File: config.mk
export PLATFORM = sky130hd
export DESIGN_NAME = multicycle_ctrl
export DESIGN_NICKNAME = d
export VERILOG_FILES = /design/src/rtl/multicycle_ctrl_pkg.sv /design/src/rtl/multicycle_ctrl_dec.sv /design/src/rtl/multicycle_ctrl.sv
export SDC_FILE = /design/constraint.sdc
export NUM_CORES = 1
export LEC_CHECK = 0
export ABC_CLOCK_PERIOD_IN_PS = 4750
export BUFFER_PORTS_ARGS = -buffer_cell sky130_fd_sc_hd__clkbuf_2
export CAP_MARGIN = 30
export CORE_MARGIN = 3
export CORE_UTILIZATION = 51
export DETAILED_ROUTE_END_ITERATION = 8
export PLACE_DENSITY = 0.85
export SYNTH_ARGS = -nofsm -noshare
export SYNTH_HDL_FRONTEND = slang
export SYNTH_SLANG_ARGS = --single-unit
File: constraint.sdc
create_clock -name clk -period 4.75 [get_ports clk]
set_clock_uncertainty 0.15 [all_clocks]
set_input_delay 0.475 -clock clk [delete_from_list [all_inputs] [get_ports clk]]
set_output_delay 0.475 -clock clk [all_outputs]
set_load 0.005 [all_outputs]
File: src/rtl/multicycle_ctrl_pkg.sv
`default_nettype none
//==============================================================================
// multicycle_ctrl_pkg - shared state, opcode/funct and datapath control codes
// Rev 1.0
//==============================================================================
package multicycle_ctrl_pkg;

    typedef enum logic [2:0] {
        ST_FETCH  = 3'd0,
        ST_DECODE = 3'd1,
        ST_EXEC   = 3'd2,
        ST_MEM    = 3'd3,
        ST_WB     = 3'd4
    } state_t;

    typedef enum logic [3:0] {
        IC_NOP  = 4'd0,
        IC_ADDU = 4'd1,
        IC_SUBU = 4'd2,
        IC_ORI  = 4'd3,
        IC_LUI  = 4'd4,
        IC_LW   = 4'd5,
        IC_SW   = 4'd6,
        IC_BEQ  = 4'd7,
        IC_J    = 4'd8,
        IC_JAL  = 4'd9,
        IC_JR   = 4'd10
    } iclass_t;

    localparam logic [5:0] C_OP_RTYPE = 6'h00;
    localparam logic [5:0] C_OP_J     = 6'h02;
    localparam logic [5:0] C_OP_JAL   = 6'h03;
    localparam logic [5:0] C_OP_BEQ   = 6'h04;
    localparam logic [5:0] C_OP_ORI   = 6'h0D;
    localparam logic [5:0] C_OP_LUI   = 6'h0F;
    localparam logic [5:0] C_OP_LW    = 6'h23;
    localparam logic [5:0] C_OP_SW    = 6'h2B;

    localparam logic [5:0] C_FN_JR    = 6'h08;
    localparam logic [5:0] C_FN_ADDU  = 6'h21;
    localparam logic [5:0] C_FN_SUBU  = 6'h23;

    localparam logic [1:0] C_NPC_PC4    = 2'd0;
    localparam logic [1:0] C_NPC_BRANCH = 2'd1;
    localparam logic [1:0] C_NPC_JUMP   = 2'd2;
    localparam logic [1:0] C_NPC_GPR    = 2'd3;

    localparam logic [2:0] C_EXT_SIGN = 3'd0;
    localparam logic [2:0] C_EXT_ZERO = 3'd1;
    localparam logic [2:0] C_EXT_LUI  = 3'd2;

    localparam logic [1:0] C_ALU_ADD   = 2'd0;
    localparam logic [1:0] C_ALU_SUB   = 2'd1;
    localparam logic [1:0] C_ALU_OR    = 2'd2;
    localparam logic [1:0] C_ALU_PASSB = 2'd3;

    localparam logic [1:0] C_DST_RT = 2'd0;
    localparam logic [1:0] C_DST_RD = 2'd1;
    localparam logic [1:0] C_DST_RA = 2'd2;

    localparam logic [1:0] C_WD_ALU = 2'd0;
    localparam logic [1:0] C_WD_MEM = 2'd1;
    localparam logic [1:0] C_WD_PC4 = 2'd2;

endpackage
`default_nettype wire

File: src/rtl/multicycle_ctrl_dec.sv
`default_nettype none
//==============================================================================
// multicycle_ctrl_dec - combinational opcode/funct to instruction-class decoder
// Rev 1.0
//==============================================================================
module multicycle_ctrl_dec
    import multicycle_ctrl_pkg::*;
(
    input  logic [5:0] i_opcode,
    input  logic [5:0] i_funct,
    output iclass_t    o_iclass
);

    // Anything not recognised falls through as a NOP.
    always_comb begin
        o_iclass = IC_NOP;
        case (i_opcode)
            C_OP_RTYPE: begin
                case (i_funct)
                    C_FN_ADDU: o_iclass = IC_ADDU;
                    C_FN_SUBU: o_iclass = IC_SUBU;
                    C_FN_JR:   o_iclass = IC_JR;
                    default:   o_iclass = IC_NOP;
                endcase
            end
            C_OP_J:   o_iclass = IC_J;
            C_OP_JAL: o_iclass = IC_JAL;
            C_OP_BEQ: o_iclass = IC_BEQ;
            C_OP_ORI: o_iclass = IC_ORI;
            C_OP_LUI: o_iclass = IC_LUI;
            C_OP_LW:  o_iclass = IC_LW;
            C_OP_SW:  o_iclass = IC_SW;
            default:  o_iclass = IC_NOP;
        endcase
    end

endmodule
`default_nettype wire

File: src/rtl/multicycle_ctrl.sv
`default_nettype none
//==============================================================================
// multicycle_ctrl - five-state multicycle MIPS-subset control FSM
// Rev 1.0
//==============================================================================
module multicycle_ctrl
    import multicycle_ctrl_pkg::*;
(
    input  logic       clk,
    input  logic       reset,
    input  logic [5:0] opcode,
    input  logic [5:0] funct,
    input  logic       zero,
    input  logic       mem_ready,
    output logic       pc_we,
    output logic       ir_we,
    output logic [1:0] npc_sel,
    output logic [2:0] ext_op,
    output logic       alu_src,
    output logic [1:0] alu_op,
    output logic       mem_we,
    output logic       mem_re,
    output logic       reg_we,
    output logic [1:0] reg_dst,
    output logic [1:0] wd_sel,
    output logic       instr_done
);

    state_t  r_state;
    state_t  w_next;
    iclass_t w_iclass;

    multicycle_ctrl_dec u_dec (
        .i_opcode (opcode),
        .i_funct  (funct),
        .o_iclass (w_iclass)
    );

    always_ff @(posedge clk or negedge reset) begin
        if (!reset) r_state <= ST_FETCH;
        else        r_state <= w_next;
    end

    always_comb begin
        w_next     = r_state;
        pc_we      = 1'b0;
        ir_we      = 1'b0;
        npc_sel    = C_NPC_PC4;
        ext_op     = C_EXT_SIGN;
        alu_src    = 1'b0;
        alu_op     = C_ALU_ADD;
        mem_we     = 1'b0;
        mem_re     = 1'b0;
        reg_we     = 1'b0;
        reg_dst    = C_DST_RT;
        wd_sel     = C_WD_ALU;
        instr_done = 1'b0;
        case (r_state)
            ST_FETCH: begin
                ir_we  = 1'b1;
                pc_we  = 1'b1;
                w_next = ST_DECODE;
            end
            ST_DECODE: begin
                case (w_iclass)
                    IC_J: begin
                        pc_we      = 1'b1;
                        npc_sel    = C_NPC_JUMP;
                        instr_done = 1'b1;
                        w_next     = ST_FETCH;
                    end
                    IC_JAL: begin
                        pc_we   = 1'b1;
                        npc_sel = C_NPC_JUMP;
                        w_next  = ST_WB;
                    end
                    IC_NOP: begin
                        instr_done = 1'b1;
                        w_next     = ST_FETCH;
                    end
                    default: w_next = ST_EXEC;
                endcase
            end
            ST_EXEC: begin
                w_next = ST_WB;
                case (w_iclass)
                    IC_SUBU: alu_op = C_ALU_SUB;
                    IC_ORI: begin
                        ext_op  = C_EXT_ZERO;
                        alu_src = 1'b1;
                        alu_op  = C_ALU_OR;
                    end
                    IC_LUI: begin
                        ext_op  = C_EXT_LUI;
                        alu_src = 1'b1;
                        alu_op  = C_ALU_PASSB;
                    end
                    IC_LW, IC_SW: begin
                        alu_src = 1'b1;
                        w_next  = ST_MEM;
                    end
                    IC_BEQ: begin
                        alu_op     = C_ALU_SUB;
                        pc_we      = zero;
                        npc_sel    = C_NPC_BRANCH;
                        instr_done = 1'b1;
                        w_next     = ST_FETCH;
                    end
                    IC_JR: begin
                        pc_we      = 1'b1;
                        npc_sel    = C_NPC_GPR;
                        instr_done = 1'b1;
                        w_next     = ST_FETCH;
                    end
                    default: alu_op = C_ALU_ADD;
                endcase
            end
            ST_MEM: begin
                mem_re = (w_iclass == IC_LW);
                mem_we = (w_iclass == IC_SW);
                if (mem_ready) begin
                    instr_done = (w_iclass == IC_SW);
                    w_next     = (w_iclass == IC_LW) ? ST_WB : ST_FETCH;
                end
            end
            ST_WB: begin
                reg_we     = 1'b1;
                instr_done = 1'b1;
                w_next     = ST_FETCH;
                case (w_iclass)
                    IC_ADDU, IC_SUBU: reg_dst = C_DST_RD;
                    IC_LW:            wd_sel  = C_WD_MEM;
                    IC_JAL: begin
                        reg_dst = C_DST_RA;
                        wd_sel  = C_WD_PC4;
                    end
                    default:          reg_dst = C_DST_RT;
                endcase
            end
            default: w_next = ST_FETCH;
        endcase
        // Reset masks every strobe at once, so an aborted access stops mid-cycle.
        if (!reset) begin
            pc_we      = 1'b0;
            ir_we      = 1'b0;
            npc_sel    = C_NPC_PC4;
            ext_op     = C_EXT_SIGN;
            alu_src    = 1'b0;
            alu_op     = C_ALU_ADD;
            mem_we     = 1'b0;
            mem_re     = 1'b0;
            reg_we     = 1'b0;
            reg_dst    = C_DST_RT;
            wd_sel     = C_WD_ALU;
            instr_done = 1'b0;
        end
    end

endmodule
`default_nettype wire

==> results.toml, run 1 <==
[outcome]
outcome = "complete, no violations"

[power_and_ir_drop]
p_per_area_nw_per_um2 = 212
sw_frac_of_total = 0.464
ir_worst_vdd_mv = 0.131
power_mw = 0.204
p_int_mw = 0.109
switchingPower_mw = 0.0946
p_seq_frac = 0.248
power.leakage_nw = 0.459
comb_power_share = 0.510
p_clk_frac = 0.242

[global_routing]
grt_util_all_layers = 0.256
antenna_found_initial = 0
grt_pass1_wl_mm = 3.87
grt_overflow = 0
grt_max_degree = 15
grt_pass1_vias = 886

[yosys]
synth_area_per_cell_um2 = 7.17
ys_async_sr_fraction = 1.00
synth_top_area_frac = 0.0952
synth-xor-area-share = 0
synth_edf_count = 0
yosys_register_bits = 3
yosys.area.top_type = "dfrtp_1"
synth_mux_area_frac = 0.0381
synth_ff_type = "dfrtp_1"
synth-seq-area-share = 0.0952
syn_inst = 110
synthTopCellsByArea = "dfrtp_1, nor2_1, a21oi_1, nor4_2, nand2b_1"
synth_top_family_by_area = "simple AND/OR/NAND/NOR gates"
synth_nets = 126
synth-compound-area-share = 0.278
syn-cell-area_um2 = 788
yosys.area_share.simple = 0.497
synthAdderAreaFrac = 0
yosys_warnings = 0
yosysUniqueCellTypes = 49

[floorplanning]
die_x_um = 45.3
core.rowCount = 13
die_area_um2 = 2050
initial_core_util = 0.577
io_pins = 34
die_h_um = 45.3
core_area_um2 = 1370

[sta]
setup_tns_ps = 0
hold_viol = 0
timing.fmax_mhz = 313
rsz0062_at_grt = "false"
period_needed_ps = 3200
period_share = 0.674
finalSetupViolCount = 0
maxSlewViolCount = 0

[placement]
gp_congestion = 0.957
post_dp_cell_area_um2 = 925
io_buffers = 32
dp.cells = 150
dp_hpwl_mm = 1.83

[clocking]
cts-htree-levels = 1
cts_root_buf = "clkbuf_4"
cts.path.max_buffers = 2
cts_tree = "built"
cts_inserted_buffers = 3
clock_latency_ps = 250
cts.sinks = 3
path_clk_slew_ps = 40
cts_resized = 0

[setup_path]
reg2reg_setup_slack_ps = 3110
critPathLaunchType = "input port"
cp_max_fo = 6
arrival_ps = 2570
startpoint = "reset"
cp_top_family = "simple AND/OR/NAND/NOR gates"
worstReg2RegEnd = "r_state[2]$_DFFE_PN0P_"
end_kind = "primary output"
max_stage_delay_ps = 550
timing.critical_path.required_ps = 4120
reg2regPathDepth = 4
endpoint = "alu_op[0]"
r2r_start = "r_state[0]$_DFFE_PN0P_"
critPathSlowestCell = "or3b_2"
cp_num_buf_inv = 3
cp_cell_sequence = "dlygate4sd3_1, clkbuf_2, nand2b_1, or3b_2, or3_1, o21ai_0, clkbuf_2"
crit_type = "in -> out"
crit_cells = 7
crit_path_frequent_cell = "clkbuf_2"

[cells_and_area]
drive_above_1_share = 0.343
final_cells = 155
area_growth_pct = 21.9
top_register = "r_state"
largest_register_ffs = 3
insertedDiodeCount = 0
layout.nets = 157
top_regs = "r_state (3)"
stdcell_area_um2 = 961
fillers = 128

[routing]
drt_iter0_drc = 49
drtPass1Iterations = 4
drc = 0
ant_nets = 0
vias = 987
avgViaCountPerCell = 6.37
wire_per_inst_um = 14.9
totalWireLength_mm = 2.30

[worst_hold_path]
hp-class = "in -> reg"

[run]
drv_cap = 0
[worst register-to-register path, stage by stage, from the launching register on]
cell	delay, ps
dfrtp_1	460
inv_1	250
nand3_1	100
or3_1	330
a211oi_1	240
[worst min path at each step]
stage                                       from                     end  slack [ps]  cells after the start
after detailed placement                   reset  r_state[2]$_DFFE_PN0P_         150                      1
after CTS                 r_state[2]$_DFFE_PN0P_  r_state[0]$_DFFE_PN0P_         410                      1
after global placement                     reset  r_state[0]$_DFFE_PN0P_         140                      1
after global routing                       reset  r_state[0]$_DFFE_PN0P_         440                      2
after floorplan                            reset  r_state[0]$_DFFE_PN0P_          30                      0
final                                  mem_ready  r_state[0]$_DFFE_PN0P_         410                      4
[Yosys cell counts, drive strengths merged, types with 2 or more instances]
cell type	n
a21o	2
a21oi	9
a31oi	2
and4b	2
buf	4
clkbuf	3
dfrtp	3
inv	7
mux2i	3
nand2	7
nand2b	5
nand3	4
nand3b	2
nor2	13
nor3	6
nor4	6
o211ai	2
o21ai	7
or3	2
[metal layers]
| metal | GRT usage | up-vias | share of wire |
|---|---|---|---|
| met5 | 0 | - | 0 |
| met2 | 0.404 | 60 | 0.46 |
| met3 | 0.0518 | 7 | 0.10 |
| li1 | - | 469 | - |
| met1 | 0.326 | 451 | 0.41 |
| met4 | 0.129 | 0 | 0.021 |
[kinds of logic after synthesis]
logic type,after synthesis
AND/OR/NAND/NOR,58
other,1
multiplexers,3
AO/OA/AOI/OAI,31
flip-flops,3
buffers and inverters,14
[timing repair]
action	4_1_cts	5_1_grt
hold buffers	1	0
endpoints found under the hold margin	3	0
setup buffers	0	0
endpoints found under the setup margin	0	0
[power by group through the flow]
stage / combinational (mW) / sequential, mW / clock [mW]
floorplan: 0.0856 / 0.0347 / 0
global placement: 0.0976 / 0.0490 / 0
detailed placement: 0.101 / 0.0499 / 0
CTS: 0.102 / 0.0495 / 0.0481
global route: 0.115 / 0.0520 / 0.0495
finish: 0.104 / 0.0505 / 0.0493
[metrics by stage]
step	hold slack [ps]	setup slack, ps	utilization
2_1_floorplan	29.4	2140	-
3_3_place_gp	141	1860	0.677
3_5_place_dp	150	1740	0.677
4_1_cts	410	1550	0.703
5_1_grt	444	1430	0.703
6_report	407	1550	0.703
[placed cells by master, fill, tap and decap left out, drive strengths merged, types with 4 or more instances in the layout]
| master | synthesis | final |
|---|---|---|
| nor3 | 6 | 6 |
| nor4 | 6 | 6 |
| clkbuf | 3 | 36 |
| o21ai | 7 | 7 |
| inv | 7 | 7 |
| nor2 | 13 | 13 |
| nand2 | 7 | 7 |
| nand2b | 5 | 5 |
| a21oi | 9 | 9 |
| nand3 | 4 | 4 |
[layout make-up]
| cell class | instances | area, um^2 | area share |
|---|---|---|---|
| clock buffers | 4 | 26.3 | 0.0273 |
| multi-input cells | 93 | 644 | 0.671 |
| repair buffers | 33 | 170 | 0.177 |
| well taps | 15 | 18.8 | 0.0195 |
| flip-flops and latches | 3 | 75.1 | 0.0781 |
| inverters | 7 | 26.3 | 0.0273 |
No activity file was read; power rests on OpenSTA's default activity.
==> run 2: changes to the inputs <==
- ABC_CLOCK_PERIOD_IN_PS: 4750 -> 3200
- CORE_UTILIZATION: 51 -> 47
- PLACE_DENSITY: 0.85 -> 0.79
- clock period: 4.75 -> 3.2 ns (I/O delays scaled with it)
==> run 2 against run 1 <==
Global-route usage down 5.3 points. Register-to-register slack worse by 1500 ps. Critical endpoint is now alu_src. Utilization shrank 7.9 points. Power increased by 43%. Cell area up 0.13%.
==> results.toml, run 2 (synthesis results as in run 1) <==
[global_routing]
grt_overflow = 0
grt_pass1_wl_mm = 3.33
grt_pass1_vias = 788
grt_util_all_layers = 0.203
antenna_found_initial = 0
grt_max_degree = 15

[cells_and_area]
drive_above_1_share = 0.343
layout_common_cells = "clkbuf_2, nor2_1, a21oi_1, nand2_1, inv_1"
layout_commonest_cell = "clkbuf_2"
area_growth_pct = 22.1
top_register = "r_state"
layout.nets = 157
final_cells = 156
postLayoutCoreUtil = 0.624
top_regs = "r_state (3)"
insertedDiodeCount = 0
largest_register_ffs = 3
fillers = 145

[setup_path]
timing.critical_path.required_ps = 2730
critPathSlowestCell = "or3b_2"
crit_type = "in -> out"
startpoint = "reset"
cp_top_family = "simple AND/OR/NAND/NOR gates"
cp_num_buf_inv = 3
end_kind = "primary output"
cp_max_fo = 6
cp_cell_sequence = "dlygate4sd3_1, clkbuf_2, nand2b_1, or3b_2, or3_1, o21ai_0, clkbuf_2"
max_stage_delay_ps = 560
arrival_ps = 2430
r2r_start = "r_state[0]$_DFFE_PN0P_"
crit_path_frequent_cell = "clkbuf_2"
critPathLaunchType = "input port"

[power_and_ir_drop]
p_per_area_nw_per_um2 = 303
p_clk_frac = 0.234
p_seq_frac = 0.252
ir_worst_vdd_mv = 0.238
p_int_mw = 0.162
switchingPower_mw = 0.130
power.leakage_nw = 0.459
comb_power_share = 0.514
sw_frac_of_total = 0.445

[clocking]
cts-htree-levels = 1
cts.path.max_buffers = 2
cts_tree = "built"
cts_resized = 0
cts_inserted_buffers = 3
path_clk_slew_ps = 40
clock_latency_ps = 240
cts.sinks = 3
cts_setup_buffers = 0
cts_hold_buf = 1
cts_root_buf = "clkbuf_4"

[placement]
gp_congestion = 0.837
dp.cells = 151
dp_hpwl_mm = 1.67
io_buffers = 32

[sta]
hold_viol = 0
rsz0062_at_grt = "false"
period_share = 0.906
period_needed_ps = 2900
timing.fmax_mhz = 345
maxSlewViolCount = 0
setup_tns_ps = 0
finalSetupViolCount = 0

[worst_hold_path]
min_from = "mem_ready"
hp-class = "in -> reg"

[routing]
totalWireLength_mm = 2.15
wire_per_inst_um = 13.8
drtPass1Iterations = 4
drt_iter0_drc = 20
avgViaCountPerCell = 6.26
ant_nets = 0
vias = 977
drc = 0

[floorplanning]
die_x_um = 47.0
initial_core_util = 0.511
io_pins = 34
core_area_um2 = 1540
die_area_um2 = 2200
core.rowCount = 14
die_h_um = 47.0

[run]
drv_cap = 0

[outcome]
outcome = "complete, no violations"
-- run 2: power by group through the flow --
stage          sequential, mW  combinational [mW]  clock (mW)
3_5_place_dp           0.0728               0.147           0
2_1_floorplan          0.0515               0.127           0
4_1_cts                0.0724               0.149      0.0706
3_3_place_gp           0.0731               0.144           0
5_1_grt                0.0762               0.168      0.0741
6_report               0.0735               0.150      0.0681
-- run 2: final timing paths --
path                                          end  slack, ps  depth (start not counted)
setup / recovery                          alu_src        300                          7
hold / removal             r_state[1]$_DFFE_PN0P_        270                          4
setup reg to reg           r_state[2]$_DFFE_PN0P_       1620                          4
hold reg to reg            r_state[0]$_DFFE_PN0P_        430                          1
max in group asynchronous  r_state[0]$_DFFE_PN0P_       2480                          2
min in group asynchronous  r_state[1]$_DFFE_PN0P_        280                          2
-- run 2: area by class of cell --
cell class	instances	area (um^2)	share of cell area
sequential	3	75.1	0.0780
tap	16	20.0	0.0208
inverter	7	26.3	0.0273
timing repair buffer	33	170	0.177
clock buffer	4	26.3	0.0273
multi-input combinational	93	644	0.670
-- run 2: worst reg2reg max path: stages, from the launching register on --
cell      delay (ps)
dfrtp_1          460
inv_1            230
nand3_1           90
or3_1            330
a211oi_1         230
-- run 2: metrics by stage --
step	setup slack [ps]	hold WS, ps	total power, mW	instance area, um^2
3_3_place_gp	615	-13.7	0.217	926
4_1_cts	304	263	0.292	962
2_1_floorplan	896	-126	0.179	788
6_report	300	270	0.291	962
3_5_place_dp	567	-4.70	0.220	926
5_1_grt	158	265	0.318	962
-- run 2: layer usage --
metal,track usage,routed length [um]
met1,0.275,984
met3,0.0460,145
met4,0.0331,38
met5,0,0
met2,0.333,984
